==> src/rtl/genius_round_ctrl.sv <==
// Round controller for the Genius memory game: grows the pattern by one element
// per round, plays it back on the LEDs and checks the player's presses against it.
module genius_round_ctrl #(
    parameter int MAX_LEVEL     = 15,
    parameter int ON_TICKS      = 25,
    parameter int OFF_TICKS     = 10,
    parameter int TIMEOUT_TICKS = 100
) (
    input  logic       clock,
    input  logic       reset,
    input  logic       tick,
    input  logic       start,
    input  logic [2:0] btn,
    input  logic [1:0] seq_data,
    output logic [3:0] seq_addr,
    output logic       seq_we,
    output logic [2:0] leds,
    output logic [2:0] state,
    output logic [3:0] current_level,
    output logic [3:0] sequence_count,
    output logic       win,
    output logic       lose
);
    localparam int ON_OFF_MAX = (ON_TICKS > OFF_TICKS) ? ON_TICKS : OFF_TICKS;
    localparam int TICK_MAX   = (ON_OFF_MAX > TIMEOUT_TICKS) ? ON_OFF_MAX : TIMEOUT_TICKS;
    localparam int TW         = $clog2(TICK_MAX + 1);

    localparam logic [TW-1:0] ON_LAST      = TW'(ON_TICKS - 1);
    localparam logic [TW-1:0] OFF_LAST     = TW'(OFF_TICKS - 1);
    localparam logic [TW-1:0] TIMEOUT_LAST = TW'(TIMEOUT_TICKS - 1);
    localparam logic [3:0]    LEVEL_TOP    = 4'(MAX_LEVEL);

    typedef enum logic [2:0] {
        ST_IDLE     = 3'd0,
        ST_EXTEND   = 3'd1,
        ST_SHOW_ON  = 3'd2,
        ST_SHOW_OFF = 3'd3,
        ST_INPUT    = 3'd4,
        ST_WIN      = 3'd5,
        ST_LOSE     = 3'd6
    } state_t;

    state_t        state_reg, state_next;
    logic [3:0]    level_reg, level_next;
    logic [3:0]    count_reg, count_next;
    logic [TW-1:0] timer_reg, timer_next;
    logic          start_q_reg;
    logic [2:0]    leds_reg, leds_next;
    logic          seq_we_reg, seq_we_next;
    logic [3:0]    seq_addr_reg, seq_addr_next;
    logic          win_reg, win_next;
    logic          lose_reg, lose_next;

    logic          start_event;
    logic [2:0]    expected_led;
    logic          last_element;

    // Colour code 3 is not a real colour; it is folded onto colour 0.
    function automatic logic [2:0] colour_onehot(input logic [1:0] c);
        case (c)
            2'd1:    colour_onehot = 3'b010;
            2'd2:    colour_onehot = 3'b100;
            default: colour_onehot = 3'b001;
        endcase
    endfunction

    assign start_event  = start & ~start_q_reg;
    assign expected_led = colour_onehot(seq_data);
    assign last_element = (count_reg == level_reg - 4'd1);

    always_comb begin
        state_next = state_reg;
        level_next = level_reg;
        count_next = count_reg;
        timer_next = timer_reg;

        case (state_reg)
            ST_IDLE: begin
                if (start_event) begin
                    state_next = ST_EXTEND;
                end
            end
            ST_EXTEND: begin
                level_next = level_reg + 4'd1;
                count_next = 4'd0;
                timer_next = '0;
                state_next = ST_SHOW_ON;
            end
            ST_SHOW_ON: begin
                if (tick) begin
                    if (timer_reg == ON_LAST) begin
                        timer_next = '0;
                        state_next = ST_SHOW_OFF;
                    end else begin
                        timer_next = timer_reg + 1'b1;
                    end
                end
            end
            ST_SHOW_OFF: begin
                if (tick) begin
                    if (timer_reg == OFF_LAST) begin
                        timer_next = '0;
                        if (last_element) begin
                            count_next = 4'd0;
                            state_next = ST_INPUT;
                        end else begin
                            count_next = count_reg + 4'd1;
                            state_next = ST_SHOW_ON;
                        end
                    end else begin
                        timer_next = timer_reg + 1'b1;
                    end
                end
            end
            ST_INPUT: begin
                // A press in the same cycle as a tick takes priority over the timeout.
                if (btn != 3'b000) begin
                    if (btn == expected_led) begin
                        timer_next = '0;
                        if (last_element) begin
                            state_next = (level_reg == LEVEL_TOP) ? ST_WIN : ST_EXTEND;
                        end else begin
                            count_next = count_reg + 4'd1;
                        end
                    end else begin
                        state_next = ST_LOSE;
                    end
                end else if (tick) begin
                    if (timer_reg == TIMEOUT_LAST) begin
                        state_next = ST_LOSE;
                    end else begin
                        timer_next = timer_reg + 1'b1;
                    end
                end
            end
            ST_WIN, ST_LOSE: begin
                if (start_event) begin
                    level_next = 4'd0;
                    state_next = ST_EXTEND;
                end
            end
            default: begin
                state_next = ST_IDLE;
            end
        endcase
    end

    // Outputs are registered from the next-state values; during playback the LED
    // register samples the RAM one cycle after the address, so lit and dark phases
    // both appear one cycle late but keep their full lengths.
    always_comb begin
        seq_we_next   = (state_next == ST_EXTEND);
        seq_addr_next = (state_next == ST_EXTEND) ? level_next : count_next;
        win_next      = (state_next == ST_WIN);
        lose_next     = (state_next == ST_LOSE);
        leds_next     = 3'b000;
        if (state_next == ST_WIN) begin
            leds_next = 3'b111;
        end else if (state_reg == ST_SHOW_ON) begin
            leds_next = expected_led;
        end
    end

    always_ff @(posedge clock) begin
        if (reset) begin
            state_reg    <= ST_IDLE;
            level_reg    <= 4'd0;
            count_reg    <= 4'd0;
            timer_reg    <= '0;
            start_q_reg  <= 1'b0;
            leds_reg     <= 3'b000;
            seq_we_reg   <= 1'b0;
            seq_addr_reg <= 4'd0;
            win_reg      <= 1'b0;
            lose_reg     <= 1'b0;
        end else begin
            state_reg    <= state_next;
            level_reg    <= level_next;
            count_reg    <= count_next;
            timer_reg    <= timer_next;
            start_q_reg  <= start;
            leds_reg     <= leds_next;
            seq_we_reg   <= seq_we_next;
            seq_addr_reg <= seq_addr_next;
            win_reg      <= win_next;
            lose_reg     <= lose_next;
        end
    end

    assign state          = state_reg;
    assign current_level  = level_reg;
    assign sequence_count = count_reg;
    assign leds           = leds_reg;
    assign seq_we         = seq_we_reg;
    assign seq_addr       = seq_addr_reg;
    assign win            = win_reg;
    assign lose           = lose_reg;

endmodule

==> config.mk <==
export PLATFORM = sky130hd
export DESIGN_NAME = genius_round_ctrl
export DESIGN_NICKNAME = d
export VERILOG_FILES = /design/src/rtl/genius_round_ctrl.sv
export SDC_FILE = /design/constraint.sdc
export NUM_CORES = 1
export LEC_CHECK = 0
export ABC_AREA = 0
export ABC_CLOCK_PERIOD_IN_PS = 3950
export CAP_MARGIN = 20
export CORE_MARGIN = 5
export CORE_UTILIZATION = 50
export DETAILED_ROUTE_END_ITERATION = 16
export PLACE_DENSITY = 0.76
export SLEW_MARGIN = 20
export SYNTH_ARGS = -nofsm -noshare
export SYNTH_HDL_FRONTEND = slang
export SYNTH_SLANG_ARGS = --single-unit
export TNS_END_PERCENT = 10
==> constraint.sdc <==
create_clock -name clock -period 3.95 [get_ports clock]
set_input_delay 0.395 -clock clock [delete_from_list [all_inputs] [get_ports clock]]
set_output_delay 0.395 -clock clock [all_outputs]
set_load 0.01 [all_outputs]
Yosys cells after proc, flatten, opt, wreduce, memory -nomap -nowiden
Cells that the tools add are included.
{"block": "classes", "add_sub_neg": 4, "n_eq_ne": 22, "mux": 35, "bitwise": 2, "n_reduce_logical": 6}
{"op": "2-to-1 mux 7 bit", "count": 8}
{"op": "2-to-1 mux 3 bit", "count": 14}
{"op": "2-to-1 mux 4 bit", "count": 8}
{"op": "case mux 7 bit (4 select lines)", "count": 1}
{"op": "equality test 3 bit, second input constant", "count": 5}
{"op": "case mux 3 bit (5 select lines)", "count": 1}
{"op": "case mux 4 bit (3 select lines)", "count": 1}
{"op": "inequality test 3 bit, second input constant", "count": 3}
{"op": "adder 4 x 1 -> 4 bit, second input constant", "count": 2}
{"op": "case mux 4 bit (2 select lines)", "count": 1}
{"op": "adder 7 x 1 -> 7 bit, second input constant", "count": 1}
{"op": "equality test 7 x 4 -> 1 bit, second input constant", "count": 1}
{"op": "equality test 7 x 5 -> 1 bit, second input constant", "count": 1}
{"op": "equality test 7 bit, second input constant", "count": 1}
{"op": "equality test 3 x 1 -> 1 bit, second input constant", "count": 2}
{"op": "equality test 3 x 2 -> 1 bit, second input constant", "count": 2}
{"op": "case mux 3 bit (2 select lines)", "count": 1}
{"op": "AND reduction 6 bit", "count": 1}
{"op": "equality test 4 bit", "count": 1}
{"op": "equality test 4 bit, second input constant", "count": 1}
{"op": "inequality test 2 bit, second input constant", "count": 2}
{"op": "nonzero test 4 bit", "count": 1}
{"op": "subtractor 4 x 1 -> 4 bit, second input constant", "count": 1}
{"op": "equality test 3 bit", "count": 1}
{"op": "8 further kinds", "count": 8}
{"block": "totals", "regBits": 29, "in_bits": 9, "output_inout_bits": 21, "wordCells": 79}

Depth between registers and ports, before layout
Gate-level depths: netlist (run 1).
{"block": "logic_depth", "word_depth": 8, "ltp_mapped": 10, "ltp_nobuf": 10}

Worst setup path before layout (run 1)
Ideal clock, no wire load.
{"block": "synth_timing", "path_type": "register to register", "start": "register level_reg[0], in the netlist current_level[0]", "end": "register seq_addr_reg[3], in the netlist seq_addr[3]", "setup_time_ns": 0.070, "arrival_time_ns": 2.300, "t_required_ns": 3.880, "path_slack_ns": 1.580, "path_stages_with_launch": 9, "n_path_buf": 0, "cell_sequence": "dfxtp_1 -> inv_1 -> ha_1 -> xnor2_1 -> nor3_4 -> nand4_1 -> a221o_1 -> or3_1 -> a21oi_1"}
{"block": "synth_via", "elab_chain_cells": 8, "elab_cells_between_ends": 22, "cone_classes": "add/sub (2); eq/ne (3); mux (17)"}
{"element": "start, declared", "line": "44", "source": "logic [3:0] level_reg, level_next;"}
{"element": "start signal, assigned", "line": "178", "source": "level_reg <= level_next;"}
{"element": "subtractor 4 x 1 -> 4 bit / equality test 4 bit (equally long branches)", "line": "69, 121"}
{"element": "equality test 4 bit / 2-to-1 mux 3 bit (equally long branches)", "line": "69, 121"}
{"element": "2-to-1 mux 3 bit (on tied branches)", "line": "120, 103"}
{"element": "2-to-1 mux 3 bit (on tied branches)", "line": "118, 101"}
{"element": "2-to-1 mux 3 bit (on tied branches)", "line": "117, 100"}
{"element": "case mux 3 bit (5 select lines)", "line": "77", "source": "case (state_reg)"}
{"element": "equality test 3 x 1 -> 1 bit", "line": "153", "source": "seq_addr_next = (state_next == ST_EXTEND) ? level_next : count_next;"}
{"element": "2-to-1 mux 4 bit *", "line": "153"}
{"element": "end signal, assigned", "line": "184", "source": "seq_addr_reg <= seq_addr_next;"}
{"element": "end, declared", "line": "50", "source": "logic [3:0] seq_addr_reg, seq_addr_next;"}
Every way passes the cells marked *; elsewhere a longest branch is shown, timed or not.
A chain may end at the register's enable or synchronous reset.

Worst setup path in the final report (run 1)
{"block": "layout_timing", "start": "input port seq_data[0]", "end": "register seq_addr_reg[1], in the netlist seq_addr[1]"}
{"block": "layout_via", "elab_chain_cells": 8, "elab_cells_between_ends": 12, "cone_classes": "eq/ne (4); mux (8)"}
{"element": "start, declared", "line": "14", "source": "input logic [1:0] seq_data,"}
{"element": "equality test 2 bit / equality test 2 x 1 -> 1 bit (equally long branches)", "line": "60", "source": "case (c)"}
{"element": "case mux 3 bit (2 select lines) *", "line": "60"}
{"element": "equality test 3 bit *", "line": "118", "source": "if (btn == expected_led) begin"}
{"element": "2-to-1 mux 3 bit", "line": "118"}
{"element": "2-to-1 mux 3 bit", "line": "117", "source": "if (btn != 3'b000) begin"}
{"element": "case mux 3 bit (5 select lines)", "line": "77"}
{"element": "equality test 3 x 1 -> 1 bit", "line": "153"}
{"element": "2-to-1 mux 4 bit *", "line": "153"}
Marks and branches as above.

==> summary by stage, run 1 <==
Yosys
The number of warning messages in the yosys log is 0. The post-synthesis async set-or-reset flop share is 0. The cell count after synthesis is 216.

The library cell occupying the most area in the post-synthesis netlist is sky130_fd_sc_hd__dfxtp_1. The share of synthesized area in the top cell type comes to 0.321. Among all flip-flop cells after synthesis, the most frequent one is sky130_fd_sc_hd__dfxtp_1.

The main combinational cell family by area after synthesis is simple AND/OR/NAND/NOR gates. The synthesized design contains 0 enable-type register cells. Of the total synthesized cell area, the portion taken by full adders, half adders and majority gates is 0.0623.

The cell area after synthesis is 1810 um^2. The proportion of synthesized area in mux cells is 0.00554. Counting every net in the synthesized netlist gives 234. Of the total synthesized cell area, the portion taken by XOR and XNOR cells is 0.0956. Averaged over all synthesized cells, the footprint is 8.36 um^2. The number of register bits inferred by synthesis is 29. The number of distinct standard cells referenced by the synthesized netlist is 53.

The compound-cell area share of the yosys netlist was 0.195. The sequential-to-total area share from yosys stat is 0.321. Of the total synthesized cell area, the portion taken by AND, OR, NAND and NOR gates is 0.281. In the post-synthesis netlist, the biggest area contributors are sky130_fd_sc_hd__dfxtp_1 32%, sky130_fd_sc_hd__ha_1 6.2%, sky130_fd_sc_hd__nor2_1 5.2%, sky130_fd_sc_hd__xnor2_1 4.8%, sky130_fd_sc_hd__nand2_1 4.4%.

Cells and area
The register with the most flip-flops in the layout has 7 of them. In the layout the commonest cells are 29 x sky130_fd_sc_hd__dfxtp_1, 29 x sky130_fd_sc_hd__clkdlybuf4s50_1, 25 x sky130_fd_sc_hd__nor2_1. The final design instance area without fill is 2220 um^2. The fraction of layout cells with a size suffix above 1 is 0.0726. The repair_antennas step left the layout with diodes totalling 0.

The number of nets in the finished design is 265. Measured on the finished design, the core utilization comes to 0.650. The number of cells in the finished layout apart from fillers is 294. The area overhead of the layout relative to synthesis is 22.9%.

Route
The routed wire length is 4070 um. After detailed routing, the average wire length per cell comes to 13.8 um. For this block, the initial DRC count from the detailed router was 82.

After detailed routing, the number of remaining DRC violations is 0. The post-route antenna net violation count is 0. The via count is 1646. The number of vias per cell after detailed routing is 5.60. Before antenna repair, the detailed router went through 4 iterations.

Clocking
The H-tree was split into 2 levels. Post-CTS timing repair inserted 0 buffers for setup. The number of buffers added by the clock tree synthesis step is 5. After clock tree synthesis, the repair step resized 0 gates.

The number of buffers between clock root and the deepest sink is 2. The insertion delay of the later-clocked pin in the worst-skew pair is 0.34 ns. The count of hold buffers inserted by post-cts repair is 0.

The master cell of the clock root buffer is sky130_fd_sc_hd__clkbuf_4. The register clock-pin slew on the reported worst setup and hold paths is 0.09 ns. The clock net sink count is 29. The CTS tree is done.

Die
For this configuration, the core starts out at a cell density of 0.529. In this run the core area contains 21 standard-cell rows. The core region is 3420 um^2.

The top-level I/O count is 30. The die covers 4920 um^2. From bottom edge to top edge, the die measures 70.1 um. The width of the chip is 70.1 um.

Place
The half-perimeter wire length after placement is 3150 um. The congestion estimate from routability-driven global placement came to 0.886. The port buffer count is 29. In this run, placement finished with an instance count of 286.

Once placement finished, the instance area stood at 2140 um^2.

Worst setup path
STA classifies the critical path endpoint as a register. The slack of the worst reg-to-reg path is 1.31 ns. The launching element type of the critical path is a primary input. The critical path in this run is classified as primary input to register. The critical path ends at seq_addr[1]. Of all nets on the critical path, the largest fanout is 4. The start point of the critical path is seq_data[0]. The worst register-to-register path ends at seq_addr[1]. Data arrives at the worst endpoint at 3.00 ns.

The number of cells on the worst reg-to-reg path is 8. The required time of the worst setup path is 4.16 ns. The startpoint of the lowest-slack register-to-register path is current_level[0].

STA
Setup violations remaining at the end of the flow were counted as 0. The worst max-slew margin expressed relative to the limit is 0.559. The count of endpoints failing hold in the final timing report is 0. The final clock period utilization by the worst path is 0.705. The total count of max-transition violations in the final report is 0.

The transition at the pin with the smallest max-transition slack is 0.659 ns. Setup repair after global routing left no endpoint under its margin. The aggregate negative setup slack is 0 ns.

The final worst clock skew is 0.00679 ns. The minimum clock period is 2.78 ns. Static timing analysis puts the maximum clock frequency at 359 MHz.

Global routing
Entering global routing, the biggest net connects 19 pins. The global-route usage over all layers is 0.180. The number of antenna violations at the first check in global routing was 0.

The wire length of the first global-routing pass is 7230 um. The number of global-route vias before repair is 1629. The total overflow left after global routing is 0.

Power
Power comes to 0.681 mW. The power density relative to cell area is 307 nW/um^2. Across the VDD grid, the largest voltage drop is 0.206 mV. The reported leakage power is 0.882 nW.

Run status
The flow ran to the end, and the final reports show no timing, DRC or antenna violations.

Hold path
The worst hold path class is register to register.

Flow run
The number of violations of the max-capacitance limit is 0.
critical path: stages:
cell	delay, ns
sky130_fd_sc_hd__clkdlybuf4s50_1	0.48
sky130_fd_sc_hd__inv_1	0.05
sky130_fd_sc_hd__ha_1	0.31
sky130_fd_sc_hd__xor2_1	0.17
sky130_fd_sc_hd__nor4_1	0.43
sky130_fd_sc_hd__nand4_1	0.27
sky130_fd_sc_hd__a221o_1	0.46
sky130_fd_sc_hd__nor3_1	0.33
sky130_fd_sc_hd__a2bb2oi_1	0.10
how the worst min path moves through the flow:
stage,start,end,slack (ns),cells past startpoint
finish,timer_reg[1],timer_reg[1],0.56,2
global route,sequence_count[1],sequence_count[1],0.62,1
global placement,timer_reg[4],timer_reg[4],0.54,2
detailed placement,timer_reg[1],timer_reg[1],0.56,2
floorplan,reset,seq_we,0.48,1
CTS,timer_reg[1],timer_reg[1],0.57,2
metal layers:
layer | wire length (um) | GRT usage | vias to the layer above
met5 | 0 | 0 | -
met4 | 189 | 0.104 | 0
met3 | 289 | 0.0617 | 17
met2 | 1740 | 0.271 | 51
met1 | 1850 | 0.222 | 747
li1 | - | - | 831
Yosys cell counts, drive strengths merged (5+ instances only):
| cell type | number |
|---|---|
| dfxtp | 29 |
| a21oi | 12 |
| nand2 | 22 |
| clkbuf | 5 |
| nor3 | 8 |
| nand2b | 6 |
| nand3 | 7 |
| xnor2 | 11 |
| ha | 9 |
| inv | 14 |
| nor2 | 25 |
| xor2 | 5 |
cells by family (layout without fill, tap and decap cells):
group,count (synthesis),count (layout)
buffers and inverters,19,51
AND/OR/NAND/NOR,93,93
adder cells (fa/ha/maj),9,9
flip-flops,29,29
XOR/XNOR,17,17
multiplexers,1,1
AO/OA/AOI/OAI,48,48
cell type report:
| cell class | count | area [um^2] |
|---|---|---|
| inverter | 14 | 52.6 |
| multi-input combinational | 168 | 1150 |
| clock buffer | 7 | 55.1 |
| timing repair buffer | 29 | 290 |
| tap | 46 | 57.6 |
| fill | 322 | 1190 |
| sequential | 29 | 581 |
| clock inverter | 1 | 30.0 |
per-stage QoR:
stage / worst slack (ns) / hold WS, ns
finish: 1.17 / 0.562
global route: 0.953 / 0.619
CTS: 1.21 / 0.571
detailed placement: 0.860 / 0.556
global placement: 0.898 / 0.545
floorplan: 1.58 / 0.479
power breakdown:
part	leakage [nW]	internal (mW)	switching [mW]
logic	0.601	0.0510	0.0605
clock network	0.0455	0.151	0.106
registers	0.235	0.302	0.0111
(Power assumes the default switching activity.)
==> inputs of run 2 (changes only) <==
ABC_CLOCK_PERIOD_IN_PS = 2320   (was 3950)
CORE_UTILIZATION = 48   (was 50)
clock period = 2.32 ns   (was 3.95 ns; I/O delays follow)
==> summary by stage, run 2 (synthesis results as in run 1) <==
Clocking
TritonCTS built the clock tree. The clock net sink count is 29 (unchanged). The insertion delay of the later-clocked pin in the worst-skew pair is 0.28 ns (-0.06 ns). The total number of H-tree levels is 2 (unchanged). The register clock-pin slew on the reported worst setup and hold paths is 0.06 ns (-0.03 ns). In this run the clock root is driven by a sky130_fd_sc_hd__clkbuf_8. The number of buffers added by the clock tree synthesis step is 5 (unchanged).

The number of buffers between clock root and the deepest sink is 2 (unchanged).

Route
The remaining routing DRC violations came to 0 (unchanged). The post-route antenna net violation count is 0 (unchanged). The routed wire length came to 5130 um (+26%). The violation count after the first detailed-route iteration was 138 (+68%).

The detailed-route wire length per cell is 15.4 um (+11%). The length of the first detailed-routing pass in iterations is 4 (unchanged). The via count is 1893 (+15%). The number of vias per cell after detailed routing came to 5.68 (+1.5%).

Worst setup path
In this run the critical register-to-register path is launched from current_level[0]. The arrival time of the worst setup path is 2.50 ns (-0.50 ns). The required time of the worst setup path was 2.48 ns (-1.68 ns). The launching element type of the critical path is a register.

The slowest stage of the critical path is the sky130_fd_sc_hd__a221o_1 cell. The worst setup path is captured at a register. The cell repeated most along the worst path is sky130_fd_sc_hd__nor3_4. The worst-path maximum fanout is 4 (unchanged). The worst setup path is of the register to register kind. Tracing the worst setup path back leads to its startpoint at current_level[0].

The signal on the critical path passes through inv_2 > ha_4 > xnor2_4 > nor3_4 > nand4_1 > a221o_1 > buf_6 > nor3_4 > a2bb2oi_2. The critical path's largest stage delay was 0.47 ns (about the same). On the critical path the largest part of the delay comes from simple AND/OR/NAND/NOR gates.

The number of buffers and inverters on the critical path is 2 (unchanged).

Cells and area
Leaving out fill and tap cells, the most frequent cell in the layout is sky130_fd_sc_hd__buf_4. The number of nets in the finished design is 302 (+14%). In the layout the commonest cells are 36 x sky130_fd_sc_hd__buf_4, 26 x sky130_fd_sc_hd__dfxtp_1, 26 x sky130_fd_sc_hd__clkdlybuf4s50_1. The final design instance area without fill is 2640 um^2 (+19%). The number of inserted filler cells in the final layout is 269 (-16%). The area occupied by registers was 584 um^2 (+0.65%).

The fraction of layout cells with a size suffix above 1 was 0.274 (+0.201). The area occupied by multi-input gates is 1290 um^2 (+11%). The flip-flop count of the largest register after layout came to 7 (unchanged).

The number of inserted diodes is 0 (unchanged). Relative to the synthesized area, the layout overhead comes to 46.1%.

Global routing
The overflow left after global routing is 0 (unchanged). The number of antenna violations at the first check in global routing is 0 (unchanged). The number of global-route vias before repair is 1803 (+11%).

The largest net degree at the start of global routing is 14 (-5). The wire length of the first global-routing pass was 8110 um (+12%). The global-route usage over all layers is 0.198 (+0.0180).

Hold path
The startpoint identified for the worst hold timing path is seq_data[1]. The path class of the tightest hold or removal check is primary input to register.

Power
The power density relative to cell area came to 455 nW/um^2 (+48%). The largest vdd supply drop came to 0.260 mV (+26%). The post-layout total power is 1.20 mW (+76%). The reported leakage power came to 1.10 nW (+25%).

Die
The placeable core region is 3660 um^2 (+7.2%). The width of the chip is 71.4 um (+1.8%). The cell row count is 22 (+4.8%). The initial core utilization is 0.494 (-0.0354). The vertical die dimension is 71.4 um (+1.8%).

The area of the die is 5090 um^2 (+3.6%). The top-level I/O count is 30 (unchanged).

STA
For this run, the top clock speed supported by timing is 427 MHz. For the finished layout, the period the worst path requires is 2.34 ns. The worst-case setup margin in the final layout was -0.0232 ns (-1.19 ns). The transition at the pin with the smallest max-transition slack came to 0.575 ns (-0.0844 ns). Setup repair after global routing could not meet its margin everywhere. Dividing the final minimum period by the clock period gives 1.01. The worst max-slew margin expressed relative to the limit is 0.614 (+0.0552).

The count of endpoints failing hold in the final timing report is 0 (unchanged). The final worst clock skew is 0.00378 ns (-0.00301 ns). The setup-violating endpoint count in the final report is 7 (+7). The total count of max-transition violations in the final report was 0 (unchanged).

The worst hold margin is 0.496 ns (-0.0662 ns).

Place
The half-perimeter wire length after placement is 3690 um (+17%). The port buffer count came to 29 (unchanged). The global placement routability congestion is 0.894 (+0.90%).

The total cell area at the placement stage is 2390 um^2 (+12%).

Run status
The flow ran to the end, but the final reports show violations. The final reports fail on setup timing.

Flow run
The number of violations of the max-capacitance limit came to 0 (unchanged).
==> run 2: worst register-to-register path, stage by stage (launching register included) <==
cell                        delay, ns
sky130_fd_sc_hd__dfxtp_2         0.34
sky130_fd_sc_hd__inv_2           0.04
sky130_fd_sc_hd__ha_4            0.26
sky130_fd_sc_hd__xnor2_4         0.13
sky130_fd_sc_hd__nor3_4          0.30
sky130_fd_sc_hd__nand4_1         0.20
sky130_fd_sc_hd__a221o_1         0.47
sky130_fd_sc_hd__buf_6           0.16
sky130_fd_sc_hd__nor3_4          0.24
sky130_fd_sc_hd__a2bb2oi_2       0.08
==> run 2: what timing repair did <==
| action | in CTS | in global routing |
|---|---|---|
| setup endpoints to repair | 11 | 13 |
| hold buffers | 0 | 0 |
| gates resized for setup | 14 | 15 |
| pin swaps | 9 | 5 |
| buffers inserted | 3 | 1 |
==> run 2: path summary, 6_finish.rpt <==
kind	to	slack, ns	cells after the start
max	seq_addr[0]	-0.02	9
min	leds[0]	0.50	4
max reg2reg	seq_addr[0]	-0.02	9
min reg2reg	timer_reg[4]	0.56	2
==> run 2: stage by stage <==
step	util	TNS, ns	setup slack [ns]	cells
floorplan	-	0	0.0298	216
global placement	0.652	-4.67	-0.357	321
detailed placement	0.652	-5.52	-0.415	321
CTS	0.700	0	0.0176	332
global route	0.721	-0.694	-0.107	333
finish	0.721	-0.104	-0.0232	333
==> run 2: cell type report <==
cell class              instances  area share
clock buffers                   6      0.0275
clock inverters                 2     0.00379
repair buffers                 66       0.217
multi-input cells             168       0.488
well taps                      48      0.0228
flip-flops and latches         29       0.221
inverters                      14      0.0199
==> run 2: power breakdown <==
part           leakage (nW)  internal, mW  switching, mW
sequential            0.237         0.515         0.0123
clock                0.0450         0.207          0.188
combinational         0.821         0.137          0.140
total                  1.10         0.859          0.340
==> run 2: metal layers <==
metal / vias up / global-route usage / wire [um]
li1: 912 / - / -
met1: 890 / 0.243 / 2100
met2: 79 / 0.340 / 2560
met3: 12 / 0.0449 / 344
met4: 0 / 0.0668 / 127
met5: - / 0 / 0
==> inputs of run 3 (changes only) <==
CORE_ASPECT_RATIO = 0.5   (was default)
==> summary by stage, run 3 (synthesis results as in run 1) <==
Run status
The flow ran to the end, but the final reports show violations. The checks that failed: setup timing.

Cells and area
The area growth from synthesis to layout is 47.1%. The number of nets in the finished design came to 305 (+0.99%). The number of inserted diodes is 0 (unchanged). The number of cells in the finished layout apart from fillers was 339 (+1.8%). The flip-flop count of the largest register after layout is 7 (unchanged). The library cells used most frequently in the layout, excluding fill and tap cells, are 40 x sky130_fd_sc_hd__buf_4, 27 x sky130_fd_sc_hd__clkdlybuf4s50_1, 25 x sky130_fd_sc_hd__dfxtp_1.

The final design instance area without fill is 2660 um^2 (+0.71%). The fraction of layout cells with a size suffix above 1 is 0.271 (-0.00285). The most frequent standard cell in the layout excluding fill and tap cells is sky130_fd_sc_hd__buf_4.

STA
The worst max-slew margin expressed relative to the limit came to 0.576 (-0.0375). The worst hold margin is 0.474 ns (-0.0226 ns). Setup repair after global routing could not meet its margin everywhere.

The final clock period utilization by the worst path is 1.01 (-0.00412). The transition at the pin with the smallest max-transition slack came to 0.631 ns (+0.0558 ns). The final worst clock skew is 0.0103 ns (+0.00653 ns). The worst-case setup margin in the final layout came to -0.0136 ns (+0.00957 ns). The count of endpoints failing hold in the final timing report is 0 (unchanged). The minimum clock period came to 2.33 ns (-0.00957 ns). The achievable frequency is 429 MHz (+0.41%). The total count of max-transition violations in the final report is 0 (unchanged). The setup-violating endpoint count in the final report is 1 (-6).

Worst setup path
Tracing the worst setup path back leads to its startpoint at current_level[0]. The cell with the largest stage delay on the worst path is sky130_fd_sc_hd__o31a_1. The launching element type of the critical path is a register. The arrival time of the worst setup path was 2.55 ns (+0.05 ns). The required time of the worst setup path is 2.54 ns (+0.06 ns). The critical path's largest stage delay came to 0.40 ns (-0.07 ns). The setup path with the least slack is of type register to register. The startpoint of the lowest-slack register-to-register path is current_level[0].

Traced cell by cell, the critical path runs through inv_2 > ha_4 > xnor2_4 > nor3_4 > nand2_4 > o31a_1 > nor4_4 > buf_4 > a2bb2oi_2. The worst setup path is captured at a register. The number of buffers and inverters on the critical path is 2 (unchanged). The worst-path maximum fanout is 6 (+2).

The slack of the worst reg-to-reg path is -0.01 ns (about the same). The cell type group with the largest total delay on the critical path is simple AND/OR/NAND/NOR gates.

Power
The reported leakage power was 1.12 nW (+1.8%). The largest vdd supply drop was 0.263 mV (+1.3%). The power density relative to cell area is 509 nW/um^2 (+12%).

Die
The placeable core region is 3530 um^2 (-3.6%). The initial core utilization came to 0.512 (+0.0186). The vertical die dimension came to 53.4 um (-25%). The top-level I/O count is 30 (unchanged). The area of the die was 5170 um^2 (+1.5%). The width of the chip was 96.8 um (+36%). The cell row count is 15 (-32%).

Global routing
The number of antenna violations at the first check in global routing came to 0 (unchanged). The wire length of the first global-routing pass was 8050 um (-0.76%). The number of global-route vias before repair is 1741 (-3.4%). The largest net degree at the start of global routing is 13 (-1).

The global-route usage over all layers is 0.200 (+0.00192). The overflow left after global routing is 0 (unchanged).

Place
The global placement routability congestion is 0.920 (+2.9%). The total cell area at the placement stage came to 2380 um^2 (-0.16%). The cell count after placement is 323 (+0.62%). The half-perimeter wire length after placement is 3650 um (-1.1%).

The port buffer count was 29 (unchanged). The setup slack after placement is -0.466 ns (-0.0502 ns).

Clocking
The number of buffers between clock root and the deepest sink came to 2 (unchanged). The total number of H-tree levels is 2 (unchanged). The register clock-pin slew on the reported worst setup and hold paths came to 0.07 ns (about the same). The clock net sink count is 29 (unchanged). The CTS tree is done. The insertion delay of the later-clocked pin in the worst-skew pair was 0.28 ns (about the same). The number of buffers added by the clock tree synthesis step is 5 (unchanged). The master cell of the clock root buffer is sky130_fd_sc_hd__clkbuf_8. The count of hold buffers inserted by post-cts repair was 0 (unchanged).

Hold path
In this run the most critical hold path is launched from seq_data[1]. The worst hold path class is primary input to register.

Route
The detailed-route wire length per cell is 14.9 um (-3.1%). The remaining routing DRC violations is 0 (unchanged). The number of vias per cell after detailed routing came to 5.43 (-4.4%). The via count is 1842 (-2.7%). The violation count after the first detailed-route iteration is 117 (-15%). The length of the first detailed-routing pass in iterations was 4 (unchanged). The post-route antenna net violation count is 0 (unchanged).

The routed wire length came to 5060 um (-1.3%).

Flow run
The number of violations of the max-capacitance limit was 0 (unchanged).
[run 3: cell types whose count changed in the layout (fill, tap and decap cells not counted), sizes merged]
cell	change
buf	+3
dlymetal6s2s	-1
clkbuf	+1
clkdlybuf4s50	+1
clkinv	-2
bufinv	+1
[run 3: final cells by class]
| cell class | count | area (um^2) |
|---|---|---|
| clock buffers | 7 | 86.3 |
| inverters | 14 | 52.6 |
| flip-flops and latches | 29 | 586 |
| multi-input cells | 168 | 1250 |
| fillers | 258 | 871 |
| clock inverters | 1 | 30.0 |
| well taps | 51 | 63.8 |
| repair buffers | 69 | 588 |
[run 3: what timing repair did]
| action | in CTS | in global routing |
|---|---|---|
| gates resized for setup | 14 | 9 |
| setup endpoints to repair | 11 | 11 |
| setup buffers | 3 | 5 |
| pin swaps | 10 | 8 |
[run 3: tightest hold or removal path, stage by stage]
cell                            delay (ns)
sky130_fd_sc_hd__dlygate4sd2_1        0.25
sky130_fd_sc_hd__ha_4                 0.15
sky130_fd_sc_hd__nand2_1              0.04
sky130_fd_sc_hd__nand2_1              0.05
[run 3: power breakdown]
group          total [mW]  internal [mW]  switching, mW
registers           0.526          0.515         0.0103
logic               0.278          0.138          0.140
clock network       0.550          0.350          0.200
total                1.35           1.00          0.350
[run 3: routing by layer]
metal / wire (um) / GRT usage / vias to the layer above
met4: 46 / 0.0746 / 0
met5: 0 / 0 / -
met3: 336 / 0.0553 / 6
met1: 2300 / 0.244 / 856
met2: 2380 / 0.342 / 65
li1: - / - / 915
[run 3: per-stage QoR]
stage	power (mW)	setup TNS (ns)	utilization
after floorplan	0.665	0	-
after global placement	0.766	-4.53	0.676
after detailed placement	0.773	-5.59	0.676
after CTS	1.33	-0.140	0.728
after global routing	1.41	-0.387	0.753
final	1.35	-0.0136	0.753
[run 3: path summary, 6_finish.rpt]
kind | depth (start not counted) | endpoint
max | 9 | seq_addr[1]
min | 4 | leds[2]
max reg2reg | 9 | seq_addr[1]
min reg2reg | 2 | timer_reg[6]
